## src/rtl/cpu_pkg.sv

```systemverilog
`default_nettype none
// ============================================================================
//  Module   : cpu_pkg
//  Purpose  : Shared widths and opcode constants for the 10-bit
//             phase-sequenced CPU core and its instruction-fetch unit.
//  Contents : INSTRUCTION_LEN, ADDR_LEN, and the jump opcodes that the
//             core's Jmux decode compares against IR[9:4].
//  Revision : 1.0  initial release
// ============================================================================
package cpu_pkg;

    localparam int INSTRUCTION_LEN = 10;
    localparam int ADDR_LEN        = 4;
    localparam int OPCODE_LEN      = 6;

    // Upper six IR bits hold the opcode; the low ADDR_LEN bits are the target.
    localparam logic [OPCODE_LEN-1:0] OP_JMP = 6'b00_0100;
    localparam logic [OPCODE_LEN-1:0] OP_JZ  = 6'b00_0101;
    localparam logic [OPCODE_LEN-1:0] OP_JNZ = 6'b00_0110;

endpackage : cpu_pkg
`default_nettype wire

```

## src/rtl/prog_store.sv

```systemverilog
`default_nettype none
// ============================================================================
//  Module   : prog_store
//  Purpose  : Instruction storage array, one synchronous write port and one
//             asynchronous read port. Not reset; powers up all-zero.
//  Ports    : clk_i    - clock
//             we_i     - write enable
//             waddr_i  - write address
//             wdata_i  - write data
//             raddr_i  - asynchronous read address
//             rdata_o  - read data (combinational from raddr_i)
//  Revision : 1.0  initial release
// ============================================================================
module prog_store
    import cpu_pkg::*;
#(
    parameter int DATA_W = INSTRUCTION_LEN,
    parameter int ADDR_W = ADDR_LEN
) (
    input  logic              clk_i,
    input  logic              we_i,
    input  logic [ADDR_W-1:0] waddr_i,
    input  logic [DATA_W-1:0] wdata_i,
    input  logic [ADDR_W-1:0] raddr_i,
    output logic [DATA_W-1:0] rdata_o
);

    localparam int DEPTH = 2 ** ADDR_W;

    // Power-up contents are all-zero; there is deliberately no reset path.
    logic [DATA_W-1:0] mem_q [DEPTH] = '{default: '0};

    always_ff @(posedge clk_i) begin
        if (we_i) begin
            mem_q[waddr_i] <= wdata_i;
        end
    end

    // A same-edge write is not visible here until after the edge, so a
    // simultaneous IR load captures the old word.
    assign rdata_o = mem_q[raddr_i];

endmodule : prog_store
`default_nettype wire

```

## src/rtl/instr_fetch_unit.sv

```systemverilog
`default_nettype none
// ============================================================================
//  Module   : instr_fetch_unit
//  Purpose  : Instruction-supply stage for the 10-bit phase-sequenced core.
//             Holds PC, the instruction store and IR; updates PC from the
//             core's PClocd/Jmux strobes; counts IR loads for debug.
//  Ports    : Clock    - sole clock, rising edge
//             Reset    - synchronous active-high; clears PC, FetchCnt, Fetched
//             PClocd   - PC update strobe
//             Jmux     - 1: PC+1, 0: PC <= IR[ADDR_LEN-1:0]
//             IRload   - IR <= store[PC]
//             ProgWE   - program-store write enable
//             ProgAddr - program-store write address
//             ProgData - program-store write data
//             IR       - instruction register
//             PC       - program counter
//             Fetched  - one-cycle pulse the cycle after an IR load
//             FetchCnt - saturating count of IR loads since Reset
//  Revision : 1.0  initial release
// ============================================================================
module instr_fetch_unit
    import cpu_pkg::*;
#(
    parameter int INSTRUCTION_LEN_P = INSTRUCTION_LEN,
    parameter int ADDR_LEN_P        = ADDR_LEN,
    parameter int FETCH_CNT_LEN     = 8
) (
    input  logic                         Clock,
    input  logic                         Reset,
    input  logic                         PClocd,
    input  logic                         Jmux,
    input  logic                         IRload,
    input  logic                         ProgWE,
    input  logic [ADDR_LEN_P-1:0]        ProgAddr,
    input  logic [INSTRUCTION_LEN_P-1:0] ProgData,
    output logic [INSTRUCTION_LEN_P-1:0] IR,
    output logic [ADDR_LEN_P-1:0]        PC,
    output logic                         Fetched,
    output logic [FETCH_CNT_LEN-1:0]     FetchCnt
);

    // IR is never reset by Reset: the core derives its reset from IR==0,
    // so clearing IR would lock the CPU in reset. Power-up value is zero.
    logic [INSTRUCTION_LEN_P-1:0] ir_q = '0;
    logic [INSTRUCTION_LEN_P-1:0] ir_d;
    logic [ADDR_LEN_P-1:0]        pc_q, pc_d;
    logic                         fetched_q, fetched_d;
    logic [FETCH_CNT_LEN-1:0]     cnt_q, cnt_d;
    logic [INSTRUCTION_LEN_P-1:0] store_rdata;

    prog_store #(
        .DATA_W (INSTRUCTION_LEN_P),
        .ADDR_W (ADDR_LEN_P)
    ) u_prog_store (
        .clk_i   (Clock),
        .we_i    (ProgWE),
        .waddr_i (ProgAddr),
        .wdata_i (ProgData),
        .raddr_i (pc_q),
        .rdata_o (store_rdata)
    );

    always_comb begin
        ir_d      = ir_q;
        pc_d      = pc_q;
        fetched_d = 1'b0;
        cnt_d     = cnt_q;

        // IR load is honoured regardless of Reset.
        if (IRload) begin
            ir_d = store_rdata;
        end

        if (Reset) begin
            pc_d  = '0;
            cnt_d = '0;
        end else begin
            fetched_d = IRload;
            if (IRload && (cnt_q != {FETCH_CNT_LEN{1'b1}})) begin
                cnt_d = cnt_q + 1'b1;
            end
            // Jump target comes from IR before this edge, so a same-cycle
            // IR load does not affect where PC goes.
            if (PClocd) begin
                pc_d = Jmux ? (pc_q + 1'b1) : ir_q[ADDR_LEN_P-1:0];
            end
        end
    end

    always_ff @(posedge Clock) begin
        ir_q      <= ir_d;
        pc_q      <= pc_d;
        fetched_q <= fetched_d;
        cnt_q     <= cnt_d;
    end

    assign IR       = ir_q;
    assign PC       = pc_q;
    assign Fetched  = fetched_q;
    assign FetchCnt = cnt_q;

endmodule : instr_fetch_unit
`default_nettype wire

```

## config.mk

```make
export PLATFORM = sky130hd
export DESIGN_NAME = instr_fetch_unit
export DESIGN_NICKNAME = d
export VERILOG_FILES = /design/src/rtl/cpu_pkg.sv /design/src/rtl/prog_store.sv /design/src/rtl/instr_fetch_unit.sv
export SDC_FILE = /design/constraint.sdc
export NUM_CORES = 1
export LEC_CHECK = 0
export ABC_CLOCK_PERIOD_IN_PS = 2700
export CAP_MARGIN = 20
export CELL_PAD_IN_SITES_DETAIL_PLACEMENT = 1
export CELL_PAD_IN_SITES_GLOBAL_PLACEMENT = 1
export CORE_ASPECT_RATIO = 1.2
export CORE_UTILIZATION = 40
export DETAILED_ROUTE_END_ITERATION = 8
export GPL_TIMING_DRIVEN = 0
export PLACE_DENSITY_LB_ADDON = 0.08
export SLEW_MARGIN = 0
export SYNTH_ARGS = -nofsm -noshare
export SYNTH_HDL_FRONTEND = slang
export SYNTH_SLANG_ARGS = --single-unit
```

## constraint.sdc

```tcl
create_clock -name Clock -period 2.7 [get_ports Clock]
set_input_delay 0.405 -clock Clock [delete_from_list [all_inputs] [get_ports Clock]]
set_output_delay 0.405 -clock Clock [all_outputs]
set_load 0.02 [all_outputs]
```

Word-level counts from Yosys, hierarchy flattened:

Memory sizes are Yosys's and may differ from the RTL's. A register that Yosys moved wholly into a read port is not among the register bits.
Index checks and enable logic that the tools add are counted.

* memories kept: 1
* logic and storage cells: 11
* RAM bits: 160
* bits in registers: 13
* input bits: 20

* add/subtract/negate cells: 2
* eq/ne operators: 1
* reduce and logical (&&, ||, !) cells: 1
* muxes and demuxes: 3

Memories
* u_prog_store.mem_q: depth 16, width 10, read ports 1, clocked after memory_dff 1, write ports 1, line prog_store.sv:31 `logic [DATA_W-1:0] mem_q [DEPTH] = '{default: '0};`

Operators with widths (number)
* 8-bit by 1-bit adder with 8-bit output, second input constant: 1
* 8-bit != test, second input constant: 1
* 4-bit by 1-bit adder with 4-bit output, second input constant: 1
* 4-bit two-way mux: 1
* 1-bit two-way mux: 2
* 1-bit logical AND: 1

Longest topological paths before layout:

Gate-level depths: netlist of the first run.

* depth after elaboration: 2
* depth in mapped cells: 6
* depth with buffers taken out: 5

By module:

From an unflattened synthesis of the first run, not the netlist that was laid out.

* cells, all modules: 353
* area, all modules: 7125.6 sq um

By module, submodules not included
* prog_store: cells each 269, times used 1, area each 6153.4 sq um
* instr_fetch_unit: cells each 84, times used 1, area each 972.2 sq um

Worst setup path before layout of the first run:

OpenSTA, ideal clock, no wires.

* path kind: input -> register
* start: input ProgAddr[2]
* end: memory u_prog_store.mem_q[0][0] (netlist bit) (enable)
* data required time: 2.310 ns
* slack: 0.662 ns
* buffers on the path: 0
* arrival time: 1.649 ns
* stages: 2
* library setup time: 0.390 ns
* cells stage by stage: or3b_2 > nor3_1

RTL lines
* start, declared: line instr_fetch_unit.sv:34 `input logic [ADDR_LEN_P-1:0] ProgAddr,`
* end, declared: line prog_store.sv:31

Straight into the memory's write port.

Worst setup path after layout of the first run:

* start: input ProgWE
* end: memory u_prog_store.mem_q[3][5] (netlist bit) (enable)

* cells in the longest elaborated chain, start to end: 2

Ends and longest elaborated chain
* start, declared: line instr_fetch_unit.sv:33 `input logic ProgWE,`
* 1-bit two-way mux: line prog_store.sv:34 `if (we_i) begin`
* 1-bit two-way mux (not written as such): line prog_store.sv:35 `mem_q[waddr_i] <= wdata_i;`

No other way between the ends.

==> results.json, run 1 <==
{
  "ios": 43,
  "mappedNetlistArea_sq_mm": 0.00704,
  "pre_cts_ws_ns": -0.0112,
  "ant_nets": 0,
  "track_usage": 0.186,
  "gp_congestion": 0.717,
  "hold_viol": 0,
  "cts_tree": "yes",
  "hold_path_class": "reg -> reg",
  "synthAdderAreaFrac": 0.00355,
  "syn_nets": 373,
  "path_max_fanout": 10,
  "drive_gt1_frac": 0.202,
  "drc": 0,
  "hold_buffers": 0,
  "avgViaCountPerCell": 5.49,
  "worstSetupPathType": "in -> reg",
  "grt_max_degree": 17,
  "fmax_ghz": 0.451,
  "synthXorXnorAreaFrac": 0.00497,
  "cts_resized": 0,
  "synthMuxAreaShare": 0.133,
  "grt_pass1_wl_um": 23300,
  "finalPower_uw": 5920,
  "final_area_sq_mm": 0.00839,
  "arrival_ns": 2.26,
  "cp-end-kind": "flop",
  "outcome": "finished clean",
  "fin_cells": 651,
  "drt_wl_total_um": 15400,
  "port_buffers": 42,
  "grt_pass1_vias": 3887,
  "synthSimpleGateAreaFrac": 0.0433,
  "fin_ws_ns": 0.482,
  "place_hpwl_um": 10500,
  "cts_max_level": 4,
  "crit_path_cell_trace": "clkdlybuf4s50_1 -> or3b_2 -> nor2_1",
  "rows": 52,
  "synth_top_family_by_area": "multiplexers",
  "min_period_ns": 2.22,
  "routedWlPerCell_um": 23.7,
  "die-area_sq_mm": 0.0181,
  "synth_edf_count": 170,
  "grt_setup_unrepaired": "no",
  "p_per_area_mw_per_mm2": 705,
  "slew_viol_final": 0,
  "start_util": 0.413,
  "dp_cells": 617,
  "synth_warnings": 0,
  "synth_flop_cell": "edfxtp_1",
  "cts_buffers": 17,
  "async_reset_ff_frac": 0,
  "maxCapViolations": 0,
  "slew_headroom": 0.301,
  "cp_top_family": "simple AND/OR/NAND/NOR gates",
  "clockRootBuffer": "clkbuf_16",
  "clkTransAtPathRegs_ns": 0.06,
  "overflow": 0,
  "place_area_sq_mm": 0.00785,
  "core_area_sq_mm": 0.0170,
  "min_period_over_period": 0.821,
  "synth_cell_type_count": 38,
  "netlist_instances": 351,
  "dr_total_vias": 3577,
  "die_height_um": 147,
  "synth_compound_area_frac": 0.0384,
  "finalNetCount": 445,
  "slowest_stage": "nor2_1",
  "ys_seq_area_frac": 0.762,
  "die_w_um": 123,
  "n_antenna_cell": 0,
  "clock_skew_ns": 0.00947,
  "required_ns": 2.74,
  "power.leakage_uw": 0.00267,
  "critPathBufInv": 1,
  "cp-start-kind": "input pin",
  "clock_tree.buffer_depth": 2,
  "dr.first_iter.drc_count": 195,
  "setup_viol": 0,
  "clk_latency_ns": 0.43,
  "dr.pass1.iters": 4,
  "grt_antenna_before_repair": 0,
  "post_cts_buffers": 0,
  "max_stage_delay_ns": 0.81,
  "postSynthAreaPerCell_sq_um": 20.1,
  "cts_sinks": 183,
  "peakVddDrop_uv": 408,
  "layout_commonest_cell": "edfxtp_1",
  "tightestPinTransition_ns": 1.05,
  "area_growth_pct": 19.2,
  "ys_ff_latch": 183,
  "final_cell_mix": "edfxtp_1 (170), clkdlybuf4s50_1 (42), mux4_2 (36)"
}
-- Yosys cell counts, drive strengths merged, types with 3 or more instances --
library cell / count / area (sq um)
nor2b: 4 / 25.0
edfxtp: 170 / 5100
and3: 3 / 18.8
nand3: 3 / 15.0
nor2: 22 / 82.6
nor3: 7 / 35.0
dfxtp: 13 / 260
nand2: 15 / 56.3
a22oi: 21 / 158
a211oi: 3 / 22.5
clkbuf: 4 / 15.0
mux4: 40 / 916
buf: 11 / 85.1
o21ai: 5 / 25.0
a21oi: 6 / 30.0
-- cell families after synthesis --
family                     after synthesis
DFF                                    183
and+or+nand+nor                         64
muxes                                   42
AOI/OAI and AO/OA                       39
buffers and inverters                   17
xor gates and xnor gates                 4
adders and majority gates                2
-- path summary, 6_finish.rpt --
kind / to / from / slack [ns] / cells past startpoint
setup reg to reg: IR[9] / PC[1] / 0.65 / 5
hold / removal: FetchCnt[7] / FetchCnt[7] / 0.51 / 2
setup / recovery: u_prog_store.mem_q[3][5] / ProgWE / 0.48 / 3
hold reg to reg: FetchCnt[7] / FetchCnt[7] / 0.51 / 2
-- power breakdown --
group | leakage (uW) | internal (uW) | switching, uW
Combinational | 0.000760 | 212 | 258
Sequential | 0.00165 | 3180 | 26.4
Clock | 0.000255 | 1240 | 1000
Total | 0.00267 | 4630 | 1290
-- sequential cells by signal (all words and copies together), names as in the netlist --
signal and count:
Fetched 1, FetchCnt 8, u_prog_store.mem_q 160, PC 4
IR 10
-- layout make-up --
cell class,instances,area (sq um)
well taps,216,270
repair buffers,53,541
clock buffers,18,429
plain buffers,15,100
fillers,1571,8650
inverters,2,7.51
multi-input cells,151,1590
clock inverters,13,90.1
flip-flops and latches,183,5370
-- worst min-delay path: stages (launching register included) --
cell and delay, ns:
dfxtp_1 0.34, o31ai_1 0.07, a21oi_1 0.06
-- through the flow --
stage          hold slack [ns]  setup TNS (ns)   util
2_1_floorplan            0.477               0      -
3_3_place_gp             0.491          -15.85  0.454
3_5_place_dp             0.511          -0.106  0.460
4_1_cts                  0.519               0  0.491
5_1_grt                  0.556               0  0.492
6_report                 0.513               0  0.492
-- routing by layer --
| metal | global-route usage | up-vias | part of all wire |
|---|---|---|---|
| met5 | 0 | - | 0 |
| met4 | 0.0741 | 0 | 0.013 |
| met3 | 0.0343 | 14 | 0.033 |
| met2 | 0.320 | 82 | 0.53 |
| met1 | 0.229 | 1894 | 0.42 |
| li1 | - | 1587 | - |
(Power assumes the default switching activity.)
==> run 2, diff against run 1 <==
- ABC_CLOCK_PERIOD_IN_PS: 2700 -> 2050
- clock period: 2.7 -> 2.05 ns (I/O delays scaled with it)
==> results.json, run 2 (synthesis results as in run 1) <==
{
  "finalPower_uw": 7800,
  "path_max_fanout": 15,
  "required_ns": 2.41,
  "hold_viol": 0,
  "largest_register": "u_prog_store.mem_q",
  "hold_depth": 2,
  "finalNetCount": 443,
  "min-delay-start": "FetchCnt[7]",
  "layout_commonest_cell": "edfxtp_1",
  "crit_path_cell_trace": "clkdlybuf4s50_1 -> and3_1 -> o21ai_1 -> or4_1 -> a21oi_1",
  "peakVddDrop_uv": 560,
  "maxCapViolations": 0,
  "dr_total_vias": 3562,
  "max_stage_delay_ns": 0.97,
  "cts_tree": "yes",
  "cts_sinks": 183,
  "cts_buffers": 17,
  "r2r_slack_ns": 0.10,
  "die-area_sq_mm": 0.0181,
  "power.leakage_uw": 0.00266,
  "hold_path_class": "reg -> reg",
  "cp-start-kind": "input pin",
  "avgViaCountPerCell": 5.49,
  "fmax_ghz": 0.510,
  "drive_gt1_frac": 0.219,
  "slew_headroom": 0.427,
  "core_area_sq_mm": 0.0170,
  "final_core_util": 0.493,
  "p_per_area_mw_per_mm2": 928,
  "clk_latency_ns": 0.43,
  "grt_antenna_before_repair": 0,
  "outcome": "finished clean",
  "ios": 43,
  "rr_endpoint": "IR[2]",
  "setup_viol": 0,
  "grt_setup_unrepaired": "no",
  "arrival_ns": 2.32,
  "die_height_um": 147,
  "min_period_ns": 1.96,
  "rows": 52,
  "start_util": 0.413,
  "clkTransAtPathRegs_ns": 0.07,
  "grt_pass1_vias": 3894,
  "reg2reg_depth": 5,
  "clock_skew_ns": 0.00778,
  "overflow": 0,
  "ant_nets": 0,
  "clock_tree.buffer_depth": 2,
  "n_antenna_cell": 0,
  "min_period_over_period": 0.956,
  "reg2reg_from": "PC[0]",
  "clockRootBuffer": "clkbuf_16",
  "gp_congestion": 0.717,
  "die_w_um": 123,
  "cts_max_level": 4,
  "routedWlPerCell_um": 23.6,
  "place_hpwl_um": 10500,
  "area_growth_pct": 19.3,
  "tightestPinTransition_ns": 0.857,
  "dr.first_iter.drc_count": 207,
  "cp-end-kind": "flop",
  "slew_viol_final": 0,
  "port_buffers": 42,
  "drt_wl_total_um": 15300,
  "dr.pass1.iters": 4,
  "worstSetupPathType": "in -> reg",
  "drc": 0,
  "largest_reg_flops": 160,
  "final_cell_mix": "edfxtp_1 (170), clkdlybuf4s50_1 (42), mux4_2 (36)",
  "slowest_stage": "clkdlybuf4s50_1",
  "hold_end": "FetchCnt[7]",
  "track_usage": 0.186,
  "grt_pass1_wl_um": 23300,
  "grt_max_degree": 17
}
run 2: cell types whose count changed in the layout (fill, tap and decap cells not counted), sizes merged:
cell,delta
clkbuf,+3
buf,-5
run 2: cell type report:
cell class,count,area [sq um]
Clock inverter,13,90.1
Multi-Input combinational cell,151,1610
Tap cell,216,270
Clock buffer,18,429
Fill cell,1567,8640
Inverter,2,7.51
Sequential cell,183,5370
Buffer,15,113
Timing Repair Buffer,51,518
run 2: per-stage QoR:
stage	cells	hold WS, ns	instance area, sq um	TNS, ns	setup WS, ns
final	649	0.513	8410	0	0.0897
after CTS	648	0.519	8380	-0.0127	-0.00825
after detailed placement	617	0.511	7850	-43.74	-0.564
after floorplan	351	0.379	7040	0	0.109
after global routing	649	0.556	8410	0	0.00487
after global placement	609	0.491	7730	-81.83	-1.03
run 2: worst max-delay path: cells and delay by family:
family,cells,cell delay (ns)
buffers and inverters,1,0.97
AND/OR/NAND/NOR,2,0.76
AO/OA/AOI/OAI,2,0.27
run 2: where the power goes:
group | internal, uW | switching (uW) | total [uW] | leakage, uW
sequential | 4190 | 34.7 | 4220 | 0.00165
clock | 1630 | 1320 | 2950 | 0.000255
combinational | 283 | 343 | 627 | 0.000751
run 2: how the worst max path moves through the flow:
stage	start	to	slack, ns	cells after the start
global placement	ProgWE	u_prog_store.mem_q[12][1]	-1.03	3
global route	PC[0]	IR[3]	0.005	5
floorplan	ProgAddr[2]	u_prog_store.mem_q[0][0]	0.11	2
finish	IRload	FetchCnt[7]	0.09	5
CTS	PC[1]	IR[9]	-0.008	5
detailed placement	ProgWE	u_prog_store.mem_q[3][4]	-0.56	3
run 2: routing by layer:
metal	vias up	wire length [um]	GRT usage
li1	1585	-	-
met3	14	468	0.0343
met1	1891	6460	0.229
met4	0	240	0.0741
met2	72	8170	0.320
met5	-	0	0
run 2: what timing repair did:
action | in CTS | in global routing
cloned | 0 | 0
hold buffers | 0 | 0
setup buffers | 0 | 0
gates resized for setup | 5 | 9
endpoints found under the setup margin | 52 | 30
